**src/rtl/frame_serializer_if.sv**
```systemverilog
// Pixel source handshake: din/value from the source, din_rd back.
// master = pixel source, slave = serializer.
interface frame_serializer_if #(
  parameter int PIXEL = 24
) ();
  logic [PIXEL-1:0] din;
  logic             value;
  logic             din_rd;

  modport master (
    output din,
    output value,
    input  din_rd
  );

  modport slave (
    input  din,
    input  value,
    output din_rd
  );
endinterface

```
**src/rtl/frame_serializer.sv**
```systemverilog
// Framed multi-lane pixel serializer: SYNC / ACTIVE / HBLANK / VBLANK.
// Ports: clkin, rst_n, pix (slave handshake), dout, frame_start,
//        line_active, pix_strobe, err_underrun (all outputs registered).
module frame_serializer #(
  parameter int ROW      = 1024,
  parameter int COL      = 1280,
  parameter int PIXEL    = 24,
  parameter int LANES    = 4,
  parameter int SYNC_LEN = 8,
  parameter int HBLANK   = 16,
  parameter int VBLANK   = 32
) (
  input  logic               clkin,
  input  logic               rst_n,
  frame_serializer_if.slave  pix,
  output logic [LANES-1:0]   dout,
  output logic               frame_start,
  output logic               line_active,
  output logic               pix_strobe,
  output logic               err_underrun
);
  localparam int BPL  = PIXEL / LANES;
  localparam int PMAX =
    (SYNC_LEN > HBLANK)
      ? ((SYNC_LEN > VBLANK) ? SYNC_LEN : VBLANK)
      : ((HBLANK > VBLANK) ? HBLANK : VBLANK);
  localparam int PW = (PMAX > 1) ? $clog2(PMAX) : 1;
  localparam int BW = (BPL > 1) ? $clog2(BPL) : 1;
  localparam int CW = (COL > 1) ? $clog2(COL) : 1;
  localparam int RW = (ROW > 1) ? $clog2(ROW) : 1;

  typedef enum logic [1:0] {
    S_SYNC, S_ACTIVE, S_HBLANK, S_VBLANK
  } state_t;

  state_t state, state_nx;

  logic [PW-1:0]    ph;
  logic [BW-1:0]    bit_c;
  logic [CW-1:0]    col;
  logic [RW-1:0]    row;
  logic [PIXEL-1:0] hold, shreg, src, shreg_nx;
  logic             hold_full, hold_full_nx;
  logic             ph_last, line_last;
  logic             slot_start, drain, capture;
  logic [LANES-1:0] dout_nx;
  logic             fs_nx, la_nx, ps_nx, err_nx;

  function automatic logic [LANES-1:0] lane_msb(
    input logic [PIXEL-1:0] p
  );
    logic [LANES-1:0] r;
    for (int k = 0; k < LANES; k++)
      r[k] = p[k*BPL + BPL - 1];
    return r;
  endfunction

  // Shift every lane left by one; the bit that crosses
  // into the bottom of the next lane is cleared.
  function automatic logic [PIXEL-1:0] lane_shl(
    input logic [PIXEL-1:0] p
  );
    logic [PIXEL-1:0] r;
    r = p << 1;
    for (int k = 0; k < LANES; k++)
      r[k*BPL] = 1'b0;
    return r;
  endfunction

  always_comb begin
    ph_last = 1'b0;
    unique case (state)
      S_SYNC:   ph_last = (ph == PW'(SYNC_LEN - 1));
      S_HBLANK: ph_last = (ph == PW'(HBLANK - 1));
      S_VBLANK: ph_last = (ph == PW'(VBLANK - 1));
      default:  ph_last = 1'b0;
    endcase
  end

  assign line_last = (bit_c == BW'(BPL - 1)) &&
                     (col == CW'(COL - 1));

  always_ff @(posedge clkin or negedge rst_n) begin
    if (!rst_n) state <= S_SYNC;
    else        state <= state_nx;
  end

  always_comb begin
    state_nx = state;
    unique case (state)
      S_SYNC:
        if (ph_last) state_nx = S_ACTIVE;
      S_ACTIVE:
        if (line_last)
          state_nx = (row < RW'(ROW - 1)) ?
                     S_HBLANK : S_VBLANK;
      S_HBLANK:
        if (ph_last) state_nx = S_ACTIVE;
      S_VBLANK:
        if (ph_last) state_nx = S_SYNC;
      default: state_nx = S_SYNC;
    endcase
  end

  // Holding register empties only on a slot load, so a
  // capture (needs empty) and a drain (needs full) are
  // never on the same edge.
  assign slot_start   = (state == S_ACTIVE) && (bit_c == '0);
  assign drain        = slot_start && hold_full;
  assign capture      = pix.din_rd && pix.value;
  assign hold_full_nx = capture || (hold_full && !drain);

  always_comb begin
    src      = slot_start ? (hold_full ? hold : '0) : shreg;
    shreg_nx = lane_shl(src);
    fs_nx    = (state == S_SYNC) && (ph == '0);
    la_nx    = (state == S_ACTIVE);
    ps_nx    = slot_start;
    err_nx   = err_underrun || (slot_start && !hold_full);
    dout_nx  = '0;
    unique case (state)
      S_SYNC:   dout_nx = '1;
      S_ACTIVE: dout_nx = lane_msb(src);
      default:  dout_nx = '0;
    endcase
  end

  always_ff @(posedge clkin or negedge rst_n) begin
    if (!rst_n) begin
      ph    <= '0;
      bit_c <= '0;
      col   <= '0;
      row   <= '0;
    end else begin
      ph <= (state == S_ACTIVE || ph_last) ?
            '0 : ph + 1'b1;
      if (state == S_ACTIVE) begin
        if (bit_c == BW'(BPL - 1)) begin
          bit_c <= '0;
          col   <= (col == CW'(COL - 1)) ?
                   '0 : col + 1'b1;
        end else begin
          bit_c <= bit_c + 1'b1;
        end
      end
      if (state == S_HBLANK && ph_last)
        row <= row + 1'b1;
      if (state == S_VBLANK && ph_last)
        row <= '0;
    end
  end

  always_ff @(posedge clkin or negedge rst_n) begin
    if (!rst_n) begin
      hold         <= '0;
      hold_full    <= 1'b0;
      shreg        <= '0;
      pix.din_rd   <= 1'b0;
      dout         <= '0;
      frame_start  <= 1'b0;
      line_active  <= 1'b0;
      pix_strobe   <= 1'b0;
      err_underrun <= 1'b0;
    end else begin
      if (capture) hold <= pix.din;
      hold_full    <= hold_full_nx;
      shreg        <= shreg_nx;
      // Request drops during the load edge and returns
      // one edge later.
      pix.din_rd   <= !hold_full_nx && !drain;
      dout         <= dout_nx;
      frame_start  <= fs_nx;
      line_active  <= la_nx;
      pix_strobe   <= ps_nx;
      err_underrun <= err_nx;
    end
  end
endmodule

```
**src/flat_wrapper.sv**
```systemverilog
// flat-port wrapper written by rule: the top's interface ports become plain ports
module frame_serializer_flat 
#(
  parameter int ROW      = 1024,
  parameter int COL      = 1280,
  parameter int PIXEL    = 24,
  parameter int LANES    = 4,
  parameter int SYNC_LEN = 8,
  parameter int HBLANK   = 16,
  parameter int VBLANK   = 32
)
  (clkin, rst_n, dout, frame_start, line_active, pix_strobe, err_underrun, pix_din, pix_value, pix_din_rd);
  frame_serializer_if #(.PIXEL(PIXEL)) pix_i ();
  input  logic clkin;
  input  logic rst_n;
  output logic [LANES-1:0] dout;
  output logic frame_start;
  output logic line_active;
  output logic pix_strobe;
  output logic err_underrun;
  input wire logic [$bits(pix_i.din)-1:0] pix_din;
  input wire logic [$bits(pix_i.value)-1:0] pix_value;
  output wire logic [$bits(pix_i.din_rd)-1:0] pix_din_rd;
  assign pix_i.din = pix_din;
  assign pix_i.value = pix_value;
  assign pix_din_rd = pix_i.din_rd;
  frame_serializer #(.ROW(ROW), .COL(COL), .PIXEL(PIXEL), .LANES(LANES), .SYNC_LEN(SYNC_LEN), .HBLANK(HBLANK), .VBLANK(VBLANK)) u_core (.clkin(clkin), .rst_n(rst_n), .pix(pix_i), .dout(dout), .frame_start(frame_start), .line_active(line_active), .pix_strobe(pix_strobe), .err_underrun(err_underrun));
endmodule
```
**config.mk**
```make
export PLATFORM = sky130hd
export DESIGN_NAME = frame_serializer_flat
export DESIGN_NICKNAME = d
export VERILOG_FILES = /design/src/rtl/frame_serializer_if.sv /design/src/rtl/frame_serializer.sv /design/src/flat_wrapper.sv
export SDC_FILE = /design/constraint.sdc
export NUM_CORES = 1
export LEC_CHECK = 0
export ABC_CLOCK_PERIOD_IN_PS = 2720
export BUFFER_PORTS_ARGS = -buffer_cell sky130_fd_sc_hd__buf_2
export CAP_MARGIN = 25
export CORE_MARGIN = 5
export CORE_UTILIZATION = 40
export CTS_CLUSTER_DIAMETER = 120
export CTS_CLUSTER_SIZE = 8
export DETAILED_ROUTE_END_ITERATION = 8
export GPL_ROUTABILITY_DRIVEN = 1
export SYNTH_ARGS = -nofsm -noshare
export SYNTH_HDL_FRONTEND = slang
export SYNTH_SLANG_ARGS = --single-unit
export TNS_END_PERCENT = 30
```
**constraint.sdc**
```tcl
create_clock -name clkin -period 2.72 [get_ports clkin]
set_input_delay 0.544 -clock clkin [delete_from_list [all_inputs] [get_ports clkin]]
set_output_delay 0.544 -clock clkin [all_outputs]
set_load 0.02 [all_outputs]
```
# Word-level counts from Yosys, hierarchy flattened
# Index checks and enable logic that the tools add are counted.
# word_totals
ff_bits	85
latch_bits	0
mem_bits_rw	0
romBits	0
inputBits	27
out_inout_bits	9
n_memories	0
# classes
addsub	4
multipliers	0
n_div	0
order_cmp	1
eq_ne	11
shifts	0
mux	14
n_bitwise	0
n_reduce_logical	23
# op_table
cell	n
2-to-1 mux 24 bit	2
2-to-1 mux 10 bit	2
adder 11 x 1 -> 11 bit, second input constant	1
== test 11 bit, second input constant	1
2-to-1 mux 11 bit	1
adder 10 x 1 -> 10 bit, second input constant	1
logical AND 1 bit	10
less-than comparator 10 bit, second input constant	1
case mux 4 bit (2 select lines)	1
2-to-1 mux 2 bit	3
!= test 2 x 1 -> 1 bit, second input constant	3
case mux 2 bit (3 select lines)	1
adder 5 x 1 -> 5 bit, second input constant	1
== test 5 x 3 -> 1 bit, second input constant	1
== test 5 x 4 -> 1 bit, second input constant	1
== test 5 bit, second input constant	1
zero test 5 bit	1
2-to-1 mux 5 bit	1
== test 2 bit, second input constant	2
adder 3 x 1 -> 3 bit, second input constant	1
== test 3 bit, second input constant	1
zero test 1 bit	3
zero test 3 bit	1
logical OR 1 bit	3
9 further kinds	9

# Longest topological paths before layout
# Gate-level depths: netlist of the first run.
# depth
depth_word	8
mapped_depth	7
ltp_nobuf	5

# Worst setup path before layout of the first run
# Ideal clock, no wire load.
# synth_path
kind	register to register
from	register u_core.ph[0]
to	register u_core.row[7]
setup_time_ns	0.066
t_arrival_ns	1.541
t_required_ns	2.654
setup_slack_ns	1.113
stages_incl_launch_ff	6
period_less_slack_ns	1.607
path_cell_list	dfrtp_1 ha_1 and4_1 nand4_2 or4b_1 nand2_1
# synth_via
elab_chain_cells	4
word_cells_on_any_way	8
cone_classes	eq/ne (3); mux (2); reduce/logical (3)
# synth_rtl
item	line_no	rtl
from (decl)	frame_serializer.sv:38	logic [PW-1:0] ph;
from (signal assigned)	frame_serializer.sv:135	ph <= (state == S_ACTIVE || ph_last) ?
== test 5 bit, or another cell as far along	frame_serializer.sv:75	S_VBLANK: ph_last = (ph == PW'(VBLANK - 1));
case mux 1 bit (3 select lines) (*)	frame_serializer.sv:72	unique case (state)
logical AND 1 bit (on tied branches)	frame_serializer.sv:148, frame_serializer.sv:146	
2-to-1 mux 10 bit / nonzero test 2 bit (equally long branches)	--	
to (signal assigned)	frame_serializer.sv:147	row <= row + 1'b1;
to (decl)	frame_serializer.sv:41	logic [RW-1:0] row;
# Every way passes the cells marked *; elsewhere a longest branch is shown, timed or not.
# A chain may end at the register's enable or synchronous reset.

# Worst setup path in the final report of the first run
# layout_path
from	register u_core.state[1]
to	register u_core.dout[3]
# layout_via
elab_chain_cells	4
word_cells_on_any_way	5
cone_classes	eq/ne (1); mux (2); reduce/logical (2)
# layout_rtl
item	line_no	rtl
from (decl)	frame_serializer.sv:36	state_t state, state_nx;
from (signal assigned)	frame_serializer.sv:85	else state <= state_nx;
== test 2 x 1 -> 1 bit	frame_serializer.sv:108, frame_serializer.sv:121	
logical AND 1 bit	frame_serializer.sv:108	assign slot_start = (state == S_ACTIVE) && (bit_c == '0);
2-to-1 mux 24 bit	frame_serializer.sv:114	src = slot_start ? (hold_full ? hold : '0) : shreg;
case mux 4 bit (2 select lines) (*)	frame_serializer.sv:121	unique case (state)
via u_core.dout_nx[3]	frame_serializer.sv:46	logic [LANES-1:0] dout_nx;
to (signal assigned)	frame_serializer.sv:171	dout <= dout_nx;
to (decl)	frame_serializer.sv:16	output logic [LANES-1:0] dout,
# The timed path passes the listed nets; every way through them passes the cells marked *.

==> impl_summary.txt, run 1 <==
----------------------------------------------------
[Synthesis]
  Post-synthesis sequential area ratio ... 0.581
  Count of distinct cell types in the synthesized netlist ... 45
  Top cells by area, synth ... sky130_fd_sc_hd__dfrtp_1, sky130_fd_sc_hd__mux2_2, sky130_fd_sc_hd__nand2_1
  Number of warning messages in the yosys log ... 0
  Ys flop type ... sky130_fd_sc_hd__dfrtp_1
  Number of enable flip-flop cells after synthesis ... 0
  Portion of synthesized cell area occupied by the leading cell type ... 0.581
  Mean instance size in the synthesized netlist ... 11.3 sq um
  Post-synthesis async set-or-reset flop share ... 1.00
  Flip-flop and latch count after synthesis ... 85
  Number of instances in the synthesized netlist ... 324
  Net count after synthesis ... 355
  Cell type with the largest total area after synthesis ... sky130_fd_sc_hd__dfrtp_1
  Post-Syn Area ... 0.00366 sq mm

[STA]
  Highest Clock Rate ... 520 MHz
  Hold_ws ... 0.181 ns
  Final Max Slew Viols ... 0
  Final setup viols ... 0
  Clock period minus final worst setup slack ... 1.92 ns
  Measured slew at the worst slew-check pin ... 0.843 ns
  Final critical-path share of the clock period ... 0.707
  Worst clock skew on the final layout ... 0.00720 ns
  RSZ-0062 raised after global routing ... false
  Headroom to the max-slew limit ... 0.438
  Final-layout setup total negative slack ... 0 ns
  Final Hold Vio Count ... 0

[Global route]
  Via count of the first global-routing pass ... 2487
  Pin count of the biggest net entering global routing ... 44
  Grt total ovfl ... 0
  First-pass GRT wire length ... 11800 um
  Total global-route track usage ... 0.129
  Antenna violations before repair ... 0

[Cells and area]
  Total area of multi-input combinational cells ... 0.00143 sq mm
  Synth-to-Final Area Change ... 12.8%
  Antenna diode count ... 0
  Sequential cell area ... 0.00213 sq mm
  Nets@finish ... 390
  Layout cells sized above 1 ... 0.240
  Fill cell total of the finished layout ... 861

[Die]
  Count of pins on the block boundary ... 36
  Chip Width ... 106 um
  Area of the placeable core ... 0.00906 sq mm
  Die area ... 0.0112 sq mm
  Std-Cell Rows ... 35
  Die height ... 106 um
  Initial standard-cell utilization of the core ... 0.404

[Worst setup path]
  Setup Crit Path Kind ... flip-flop to flip-flop
  Largest driver fanout on the critical path ... 25
  Worst Setup Start Kind ... flip-flop
  CP arrival ... 2.19 ns
  Nature of the critical path endpoint ... flip-flop
  Crit path required time ... 2.98 ns

[Routing]
  Post-detailed-routing wire length ... 6520 um
  Drt pass-1 iters ... 4
  Average wire length per cell after detail routing ... 13.8 um
  Number of DRC violations after detailed-routing iteration 0 ... 75
  Post-detailed-route count of antenna-violating nets ... 0
  DRC viols ... 0
  Average vias per placed instance ... 5.14
  Via count ... 2434

[CTS]
  Clock-pin slew on the worst setup and hold paths ... 0.08 ns
  Deepest clock path buffer count ... 2
  Clock buffer count from CTS ... 9
  Cell chosen for the clock root ... sky130_fd_sc_hd__clkbuf_8
  Post-cts resize count ... 0
  Setup bufs post-CTS ... 0
  Hold-fix buffer count after cts ... 0
  Total number of clock tree sinks ... 85
  Clock Latency Late Sink ... 0.35 ns
  TritonCTS clock tree ... yes
  H-tree level count ... 3

[Status]
  Status ... complete, no violations

[Place]
  Number of buffer cells added on primary ports ... 35
  Gp weighted congestion ... 0.764
  HPWL reported at the end of detailed placement ... 4440 um

[Power]
  Pwr/cell area ... 707 mW/mm^2
  Total leakage power ... 1.92 nW
  Peak supply drop ... 513 uV

[Run]
  Number of max-cap violations ... 0

[Hold path]
  Hold crit path type ... input port to asynchronous set/reset pin

----------------------------------------------------
[layout by cell type (no fill, tap or decap), types with 2 or more instances in the layout]
cell,count
sky130_fd_sc_hd__nand3_1,27
sky130_fd_sc_hd__nor2b_1,6
sky130_fd_sc_hd__nand3b_1,2
sky130_fd_sc_hd__and4_1,4
sky130_fd_sc_hd__o211ai_1,3
sky130_fd_sc_hd__ha_1,4
sky130_fd_sc_hd__xnor2_1,9
sky130_fd_sc_hd__a31oi_1,5
sky130_fd_sc_hd__or4b_1,3
sky130_fd_sc_hd__mux2_2,25
sky130_fd_sc_hd__a22oi_1,3
sky130_fd_sc_hd__o41ai_1,2
sky130_fd_sc_hd__xor2_1,4
sky130_fd_sc_hd__nor3_1,2
sky130_fd_sc_hd__o21ai_0,10
sky130_fd_sc_hd__dfrtp_1,85
sky130_fd_sc_hd__and3b_1,2
sky130_fd_sc_hd__and2_1,2
sky130_fd_sc_hd__clkbuf_8,9
sky130_fd_sc_hd__and3_1,6
sky130_fd_sc_hd__buf_4,4
sky130_fd_sc_hd__nand2_1,62
sky130_fd_sc_hd__a21oi_1,3
sky130_fd_sc_hd__nand4_1,7
sky130_fd_sc_hd__nor2_1,8
sky130_fd_sc_hd__buf_2,34
sky130_fd_sc_hd__clkinv_4,3
sky130_fd_sc_hd__inv_1,4
sky130_fd_sc_hd__nor4_2,2
sky130_fd_sc_hd__nor4_1,3
[synth_stat cells, types with 2 or more instances]
cell / count
sky130_fd_sc_hd__ha_1: 4
sky130_fd_sc_hd__clkbuf_1: 6
sky130_fd_sc_hd__nor4_2: 2
sky130_fd_sc_hd__inv_1: 4
sky130_fd_sc_hd__or4b_1: 3
sky130_fd_sc_hd__xnor2_1: 9
sky130_fd_sc_hd__dfrtp_1: 85
sky130_fd_sc_hd__o211ai_1: 3
sky130_fd_sc_hd__nand4_1: 7
sky130_fd_sc_hd__a31oi_1: 5
sky130_fd_sc_hd__nand2_1: 62
sky130_fd_sc_hd__and3b_1: 2
sky130_fd_sc_hd__nand3_1: 27
sky130_fd_sc_hd__nand3b_1: 2
sky130_fd_sc_hd__and2_1: 2
sky130_fd_sc_hd__nor2b_1: 6
sky130_fd_sc_hd__and4_1: 4
sky130_fd_sc_hd__nor4_1: 3
sky130_fd_sc_hd__nor2_1: 8
sky130_fd_sc_hd__o41ai_1: 2
sky130_fd_sc_hd__o21ai_0: 10
sky130_fd_sc_hd__xor2_1: 4
sky130_fd_sc_hd__mux2_2: 25
sky130_fd_sc_hd__and3_1: 6
sky130_fd_sc_hd__buf_6: 2
sky130_fd_sc_hd__a22oi_1: 3
sky130_fd_sc_hd__nor3_1: 2
sky130_fd_sc_hd__a21oi_1: 3
sky130_fd_sc_hd__buf_2: 7
[cells by family (layout without fill, tap and decap cells)]
kind of cell             after synthesis  after routing  synth area share
adder cells (fa/ha/maj)                4              4            0.0137
AO/OA/AOI/OAI                         31             31            0.0557
flip-flops                            85             85             0.581
AND/OR/NAND/NOR                      144            144             0.206
buffers and inverters                 20             59            0.0284
multiplexers                          26             26            0.0796
XOR/XNOR                              14             14            0.0355
[report_power, final]
part	switching [W]	internal [W]	total, W
registers	0.000161	0.00150	0.00166
logic	0.000176	0.000221	0.000397
clock network	0.000438	0.000425	0.000862
total	0.000775	0.00215	0.00292
[path summary, 6_finish.rpt]
kind	cells after the start	end	slack, ns	from
max in group asynchronous	2	u_core.shreg[10]$_DFF_PN0_	1.95	rst_n
hold / removal	1	u_core.row[4]$_DFFE_PN0P_	0.18	rst_n
setup reg to reg	5	u_core.dout[3]$_DFF_PN0_	0.80	u_core.state[1]$_DFFE_PN0P_
setup / recovery	5	u_core.dout[3]$_DFF_PN0_	0.80	u_core.state[1]$_DFFE_PN0P_
min in group clkin	2	u_core.pix.din_rd$_DFF_PN0_	0.38	pix_value
hold reg to reg	2	u_core.shreg[21]$_DFF_PN0_	0.45	u_core.shreg[20]$_DFF_PN0_
[registers in the layout (all words and copies together), names as in the netlist, 2 cells and up]
register	cells
u_core.state	2
u_core.bit_c	3
u_core.col	11
u_core.row	10
u_core.shreg	20
u_core.ph	5
u_core.hold	24
u_core.dout	4
[stage by stage]
| step | std cells | area [sq um] | util | setup WS (ns) | power (W) |
|---|---|---|---|---|---|
| finish | 474 | 4130 | 0.456 | 0.797 | 0.00292 |
| global route | 474 | 4130 | 0.456 | 0.645 | 0.00310 |
| CTS | 474 | 4130 | 0.456 | 0.794 | 0.00297 |
| detailed placement | 459 | 3940 | 0.435 | 0.819 | 0.00210 |
| global placement | 459 | 3940 | 0.435 | 0.883 | 0.00208 |
| floorplan | 324 | 3660 | - | 1.11 | 0.00193 |
[metal layers]
layer	routed length [um]	global-route usage	vias up
li1	-	-	1198
met1	3060	0.167	1182
met2	2990	0.205	50
met3	421	0.0453	4
met4	53	0.0352	0
met5	0	0	-
[layout make-up]
| class | count | share of cell area |
|---|---|---|
| flip-flops and latches | 85 | 0.515 |
| inverters | 5 | 0.00576 |
| repair buffers | 39 | 0.0533 |
| multi-input cells | 219 | 0.347 |
| well taps | 111 | 0.0336 |
| clock buffers | 10 | 0.0309 |
| clock inverters | 5 | 0.0148 |
[critical path: stages, from the launching register on]
cell and delay, ns:
sky130_fd_sc_hd__dfrtp_1 0.53, sky130_fd_sc_hd__nand2b_2 0.29, sky130_fd_sc_hd__or4_1 0.51, sky130_fd_sc_hd__clkinv_4 0.20
sky130_fd_sc_hd__nand3_1 0.10, sky130_fd_sc_hd__a31oi_1 0.21
Power figures use the tool's default switching activity.
==> run 2: changes to the inputs <==
- ABC_CLOCK_PERIOD_IN_PS: 2720 -> 2000
- clock period: 2.72 -> 2 ns (I/O delays scaled with it)
==> run 2 against run 1 <==
Final area is 1.6% higher. Maximum frequency is 10% higher. Power is 40% higher. Critical path depth stayed put. Global-route usage hardly changed. Setup slack worse by 0.54 ns. Final cell count is 1.5% higher. Routed wire length is 1.4% higher. Clock power is 50% higher. Largest cell class unchanged.
==> impl_summary.txt, run 2 (synthesis results as in run 1) <==
----------------------------------------------------
[Worst setup path]
  Worst Setup Start Kind ... flip-flop
  Crit Reg-Reg Startpoint ... u_core.ph[0]$_DFF_PN0_
  Depth of the worst register-to-register path ... 5 (unchanged)
  Cells along the critical path ... ha_1 -> and4_1 -> nand4_2 -> or4b_1 -> nand2_1
  Setup Crit Path Kind ... flip-flop to flip-flop
  Family with the most delay on the worst path ... simple AND/OR/NAND/NOR gates
  Worst-path cell with the longest stage delay ... sky130_fd_sc_hd__or4b_1
  Reg-to-Reg End ... u_core.row[9]$_DFFE_PN0P_
  Crit path required time ... 2.28 ns (-0.70 ns)
  CP arrival ... 2.03 ns (-0.16 ns)
  Buffers & Inverters on Critical Path ... 0 (-1)
  Largest driver fanout on the critical path ... 5 (-80%)
  Slack of the worst reg-to-reg path ... 0.25 ns (-0.54 ns)
  Maximum single-stage delay on the critical path ... 0.49 ns (-0.04 ns)
  Nature of the critical path endpoint ... flip-flop

[Cells and area]
  Post-Route Utilization ... 0.463 (+0.00732)
  Layout cells sized above 1 ... 0.246 (+0.00628)
  Most common library cell in the layout ignoring fill and taps ... sky130_fd_sc_hd__dfrtp_1
  Nets@finish ... 396 (+1.5%)
  Max reg flops ... 24 (unchanged)
  Synth-to-Final Area Change ... 14.6%
  Post-route standard cell area excluding fillers ... 0.00420 sq mm (+1.6%)
  Largest registers ... u_core.hold (24), u_core.shreg (20), u_core.col (11)
  Antenna diode count ... 0 (unchanged)
  Most flops, register ... u_core.hold
  Commonest cells after routing, fill and taps aside ... sky130_fd_sc_hd__dfrtp_1, sky130_fd_sc_hd__nand2_1, sky130_fd_sc_hd__buf_2

[Place]
  Number of buffer cells added on primary ports ... 35 (unchanged)
  HPWL reported at the end of detailed placement ... 4540 um (+2.1%)
  Placed instance area ... 0.00398 sq mm (+0.95%)
  Gp weighted congestion ... 0.849 (+11%)

[Routing]
  Average vias per placed instance ... 5.11 (-0.56%)
  Via count ... 2456 (+0.90%)
  Post-detailed-routing wire length ... 6610 um (+1.4%)
  DRC viols ... 0 (unchanged)
  Average wire length per cell after detail routing ... 13.8 um (about the same)
  Post-detailed-route count of antenna-violating nets ... 0 (unchanged)
  Number of DRC violations after detailed-routing iteration 0 ... 101 (+35%)
  Drt pass-1 iters ... 4 (unchanged)

[Global route]
  Via count of the first global-routing pass ... 2532 (+1.8%)
  Total global-route track usage ... 0.129 (-0.000379)
  Pin count of the biggest net entering global routing ... 53 (+20%)
  First-pass GRT wire length ... 11700 um (-0.88%)
  Grt total ovfl ... 0 (unchanged)
  Antenna violations before repair ... 0 (unchanged)

[CTS]
  Clock buffer count from CTS ... 9 (unchanged)
  H-tree level count ... 3 (unchanged)
  Clock Latency Late Sink ... 0.35 ns (about the same)
  TritonCTS clock tree ... yes
  Post-cts resize count ... 0 (unchanged)
  Cell chosen for the clock root ... sky130_fd_sc_hd__clkbuf_8
  Clock-pin slew on the worst setup and hold paths ... 0.08 ns (about the same)
  Total number of clock tree sinks ... 85 (unchanged)
  Deepest clock path buffer count ... 2 (unchanged)

[STA]
  RSZ-0062 raised after global routing ... false
  Headroom to the max-slew limit ... 0.686 (+0.248)
  Final-layout setup total negative slack ... 0 ns (unchanged)
  Highest Clock Rate ... 573 MHz (+10%)
  Worst clock skew on the final layout ... 0.0107 ns (+0.00345 ns)
  Final Max Slew Viols ... 0 (unchanged)
  Clock period minus final worst setup slack ... 1.75 ns (-0.177 ns)
  Final critical-path share of the clock period ... 0.873 (+0.166)
  Measured slew at the worst slew-check pin ... 0.471 ns (-0.371 ns)
  Final setup viols ... 0 (unchanged)
  Final Hold Vio Count ... 0 (unchanged)

[Power]
  Sequential power share ... 0.543 (-0.026)
  Pwr/cell area ... 977 mW/mm^2 (+38%)
  Power Internal ... 0.00306 W (+42%)
  Peak supply drop ... 733 uV (+43%)
  Total leakage power ... 1.95 nW (+1.6%)
  Switching share of power ... 0.254 (-0.0108)
  Share of total power in the clock network ... 0.315 (+0.020)
  Switching power summed over all nets ... 0.00104 W (+35%)
  Part of the total power dissipated in combinational logic ... 0.142 (+0.006)

[Die]
  Count of pins on the block boundary ... 36 (unchanged)
  Die height ... 106 um (unchanged)
  Area of the placeable core ... 0.00906 sq mm (unchanged)
  Die area ... 0.0112 sq mm (unchanged)
  Initial standard-cell utilization of the core ... 0.404 (unchanged)
  Chip Width ... 106 um (unchanged)
  Std-Cell Rows ... 35 (unchanged)

[Hold path]
  Hold crit path type ... input port to flip-flop
  Worst-case hold path end point ... u_core.pix.din_rd$_DFF_PN0_
  Beginning of the worst hold path ... pix_value
  Hold path depth ... 2

[Run]
  Number of max-cap violations ... 0 (unchanged)

[Status]
  Status ... complete, no violations

----------------------------------------------------
## run 2: how the worst max path moves through the flow
| stage | start | slack, ns | to | depth (start not counted) |
|---|---|---|---|---|
| floorplan | u_core.ph[0]$_DFF_PN0_ | 0.39 | u_core.row[7]$_DFFE_PN0P_ | 5 |
| global placement | u_core.ph[0]$_DFF_PN0_ | 0.33 | u_core.row[9]$_DFFE_PN0P_ | 5 |
| detailed placement | u_core.ph[0]$_DFF_PN0_ | 0.26 | u_core.row[7]$_DFFE_PN0P_ | 5 |
| CTS | u_core.ph[0]$_DFF_PN0_ | 0.25 | u_core.row[9]$_DFFE_PN0P_ | 5 |
| global route | u_core.ph[0]$_DFF_PN0_ | 0.13 | u_core.ph[3]$_DFF_PN0_ | 5 |
| finish | u_core.ph[0]$_DFF_PN0_ | 0.25 | u_core.row[9]$_DFFE_PN0P_ | 5 |
## run 2: per-stage QoR
stage          hold WS (ns)  power, W  setup slack [ns]  std cells
2_1_floorplan         0.104   0.00262             0.393        324
3_3_place_gp          0.280   0.00284             0.335        464
3_5_place_dp          0.280   0.00286             0.264        464
4_1_cts               0.222   0.00416             0.252        481
5_1_grt               0.229   0.00435             0.135        481
6_report              0.237   0.00410             0.254        481
## run 2: cell type report
cell class,count,area (sq um)
inverters,5,23.8
well taps,111,139
fillers,855,4870
clock buffers,12,135
multi-input cells,219,1430
repair buffers,45,268
flip-flops and latches,85,2130
clock inverters,4,72.6
## run 2: timing repair
item / 4_1_cts / 5_1_grt
hold buffers: 1 / 0
endpoints found under the hold margin: 15 / 0
setup buffers: 0 / 0
## run 2: layer usage
metal,up-vias,global-route usage,wire (um)
met5,-,0,0
met4,0,0.0546,81
met3,9,0.0374,352
met2,47,0.198,2980
met1,1189,0.169,3200
li1,1211,-,-
## run 2: power by group through the flow
stage | Sequential (W) | Clock (W) | Combinational, W
after detailed placement | 0.00227 | 0 | 0.000597
after global routing | 0.00227 | 0.00143 | 0.000648
after floorplan | 0.00224 | 0 | 0.000376
after global placement | 0.00226 | 0 | 0.000573
after CTS | 0.00223 | 0.00133 | 0.000597
final | 0.00223 | 0.00129 | 0.000582
==> run 3: changes to the inputs <==
- ABC_CLOCK_PERIOD_IN_PS: 2000 -> 2200
- BUFFER_PORTS_ARGS: -buffer_cell sky130_fd_sc_hd__buf_2 -> -buffer_cell sky130_fd_sc_hd__buf_4
- TNS_END_PERCENT: 30 -> default
- clock period: 2 -> 2.2 ns (I/O delays scaled with it)
==> run 3 against run 2 <==
Combinational power fell by 2%. Sequential share of layout area fell by 0.99 points. Clock skew fell by 0.0028 ns. Die area did not move. Count of clock-buffer cells in the layout fell by 3. Sequential power fell by 9.4%. Sequential cell count did not move. Final cell count did not move. Register-to-register slack improved by 0.18 ns. Setup slack improved by 0.18 ns. First-iteration DRC count fell by 11%. Critical path type unchanged. Critical endpoint is now u_core.row[7]$_DFFE_PN0P_. Highest routed layer unchanged.
==> impl_summary.txt, run 3 (synthesis results as in run 1) <==
----------------------------------------------------
[Worst setup path]
  Cells along the critical path ... ha_1 -> and4_1 -> nand4_2 -> or4b_1 -> nand2_1
  Worst-path cell with the longest stage delay ... sky130_fd_sc_hd__or4b_1
  Setup Crit Path Kind ... flip-flop to flip-flop
  Family with the most delay on the worst path ... simple AND/OR/NAND/NOR gates
  Crit path required time ... 2.50 ns (+0.22 ns)
  Setup crit start ... u_core.ph[0]$_DFF_PN0_
  Maximum single-stage delay on the critical path ... 0.49 ns (about the same)
  Crit Reg-Reg Startpoint ... u_core.ph[0]$_DFF_PN0_
  Worst Setup Start Kind ... flip-flop
  Largest driver fanout on the critical path ... 5 (unchanged)
  Buffers & Inverters on Critical Path ... 0 (unchanged)
  Nature of the critical path endpoint ... flip-flop
  Slack of the worst reg-to-reg path ... 0.43 ns (+0.18 ns)
  CP arrival ... 2.06 ns (+0.03 ns)

[Global route]
  Via count of the first global-routing pass ... 2527 (-0.20%)
  First-pass GRT wire length ... 11900 um (+1.7%)
  Pin count of the biggest net entering global routing ... 42 (-21%)
  Grt total ovfl ... 0 (unchanged)
  Antenna violations before repair ... 0 (unchanged)
  Total global-route track usage ... 0.131 (+0.00275)

[Place]
  Number of buffer cells added on primary ports ... 35 (unchanged)
  HPWL reported at the end of detailed placement ... 4590 um (+1.1%)
  Gp weighted congestion ... 0.832 (-2.1%)
  Placed instance area ... 0.00406 sq mm (+2.0%)

[Die]
  Initial standard-cell utilization of the core ... 0.404 (unchanged)
  Count of pins on the block boundary ... 36 (unchanged)
  Die area ... 0.0112 sq mm (unchanged)
  Std-Cell Rows ... 35 (unchanged)
  Area of the placeable core ... 0.00906 sq mm (unchanged)
  Die height ... 106 um (unchanged)
  Chip Width ... 106 um (unchanged)

[Power]
  Peak supply drop ... 423 uV (-42%)
  Part of the total power dissipated in combinational logic ... 0.150 (+0.008)
  Switching power summed over all nets ... 0.000998 W (-4.3%)
  Sequential power share ... 0.528 (-0.015)
  Pwr/cell area ... 892 mW/mm^2 (-8.7%)
  Overall power ... 0.00382 W (-6.9%)
  Share of total power in the clock network ... 0.322 (+0.007)
  Total leakage power ... 1.98 nW (+1.5%)
  Power Internal ... 0.00282 W (-7.7%)
  Switching share of power ... 0.261 (+0.00697)

[CTS]
  H-tree level count ... 3 (unchanged)
  Hold-fix buffer count after cts ... 0 (-1)
  Deepest clock path buffer count ... 2 (unchanged)
  Clock buffer count from CTS ... 9 (unchanged)
  TritonCTS clock tree ... yes
  Setup bufs post-CTS ... 0 (unchanged)
  Post-cts resize count ... 0 (unchanged)
  Clock Latency Late Sink ... 0.36 ns (about the same)
  Clock-pin slew on the worst setup and hold paths ... 0.08 ns (about the same)
  Cell chosen for the clock root ... sky130_fd_sc_hd__clkbuf_8
  Total number of clock tree sinks ... 85 (unchanged)

[Cells and area]
  Largest registers ... u_core.hold (24), u_core.shreg (20), u_core.col (11)
  Max reg flops ... 24 (unchanged)
  Commonest cells after routing, fill and taps aside ... sky130_fd_sc_hd__dfrtp_1, sky130_fd_sc_hd__nand2_1, sky130_fd_sc_hd__buf_4
  Layout cells sized above 1 ... 0.257 (+0.0108)
  Most flops, register ... u_core.hold
  Synth-to-Final Area Change ... 16.9%
  Post-route standard cell area excluding fillers ... 0.00428 sq mm (+2.0%)
  Antenna diode count ... 0 (unchanged)
  Nets@finish ... 396 (unchanged)
  Fill cell total of the finished layout ... 834 (-2.5%)
  Most common library cell in the layout ignoring fill and taps ... sky130_fd_sc_hd__dfrtp_1

[Routing]
  Drt pass-1 iters ... 4 (unchanged)
  Post-detailed-route count of antenna-violating nets ... 0 (unchanged)
  Number of DRC violations after detailed-routing iteration 0 ... 90 (-11%)
  Average vias per placed instance ... 5.19 (+1.6%)
  Via count ... 2495 (+1.6%)
  DRC viols ... 0 (unchanged)
  Average wire length per cell after detail routing ... 14.0 um (+1.8%)
  Post-detailed-routing wire length ... 6730 um (+1.8%)

[STA]
  Final Hold Vio Count ... 0 (unchanged)
  Final Max Slew Viols ... 0 (unchanged)
  Highest Clock Rate ... 566 MHz (-1.1%)
  Final setup viols ... 0 (unchanged)
  Final-layout setup total negative slack ... 0 ns (unchanged)
  Final critical-path share of the clock period ... 0.803 (-0.0702)
  Headroom to the max-slew limit ... 0.644 (-0.0421)
  Measured slew at the worst slew-check pin ... 0.535 ns (+0.0631 ns)
  Worst clock skew on the final layout ... 0.00785 ns (-0.00281 ns)
  RSZ-0062 raised after global routing ... false
  Clock period minus final worst setup slack ... 1.77 ns (+0.0201 ns)

[Hold path]
  Hold crit path type ... input port to asynchronous set/reset pin

[Run]
  Number of max-cap violations ... 0 (unchanged)

[Status]
  Status ... complete, no violations

----------------------------------------------------
-- run 3: cell count changes in the layout (fill, tap and decap cells not counted), sizes merged --
cell         change
clkinvlp         +1
dlygate4sd3      -1
clkbuf           -3
buf              +1
inv              +2
-- run 3: per-stage QoR --
| stage | setup slack [ns] | std cells | util | hold slack (ns) |
|---|---|---|---|---|
| 3_3_place_gp | 0.528 | 465 | 0.448 | 0.419 |
| 6_report | 0.434 | 481 | 0.472 | 0.0488 |
| 3_5_place_dp | 0.453 | 465 | 0.448 | 0.423 |
| 2_1_floorplan | 0.593 | 324 | - | 0.144 |
| 5_1_grt | 0.307 | 481 | 0.472 | 0.0820 |
| 4_1_cts | 0.437 | 481 | 0.472 | 0.0677 |
-- run 3: metal layers --
| metal | part of all wire | vias up | GRT usage |
|---|---|---|---|
| li1 | - | 1214 | - |
| met2 | 0.44 | 53 | 0.200 |
| met4 | 0.022 | 0 | 0.0546 |
| met5 | 0 | - | 0 |
| met3 | 0.052 | 12 | 0.0404 |
| met1 | 0.48 | 1216 | 0.174 |
-- run 3: layout make-up --
cell class / instances / area, sq um / area share
clock buffer: 9 / 124 / 0.0289
inverter: 5 / 23.8 / 0.00555
sequential: 85 / 2130 / 0.497
timing repair buffer: 45 / 338 / 0.0789
tap: 111 / 139 / 0.0324
multi-input combinational: 219 / 1430 / 0.334
clock inverter: 7 / 97.6 / 0.0228
-- run 3: power groups by stage --
stage	sequential [W]	clock, W	combinational [W]
floorplan	0.00204	0	0.000342
global placement	0.00205	0	0.000571
detailed placement	0.00205	0	0.000588
CTS	0.00202	0.00126	0.000589
global route	0.00205	0.00134	0.000638
finish	0.00202	0.00123	0.000573
-- run 3: worst paths after layout --
path / endpoint / cells after the start
setup / recovery: u_core.row[7]$_DFFE_PN0P_ / 5
hold / removal: u_core.row[7]$_DFFE_PN0P_ / 1
setup reg to reg: u_core.row[7]$_DFFE_PN0P_ / 5
hold reg to reg: u_core.shreg[16]$_DFF_PN0_ / 2
max in group asynchronous: u_core.ph[3]$_DFF_PN0_ / 2
min in group clkin: u_core.pix.din_rd$_DFF_PN0_ / 2
-- run 3: worst register-to-register path: stages, from the launching register on --
cell                      delay [ns]
sky130_fd_sc_hd__dfrtp_1        0.40
sky130_fd_sc_hd__ha_1           0.23
sky130_fd_sc_hd__and4_1         0.33
sky130_fd_sc_hd__nand4_2        0.18
sky130_fd_sc_hd__or4b_1         0.49
sky130_fd_sc_hd__nand2_1        0.08
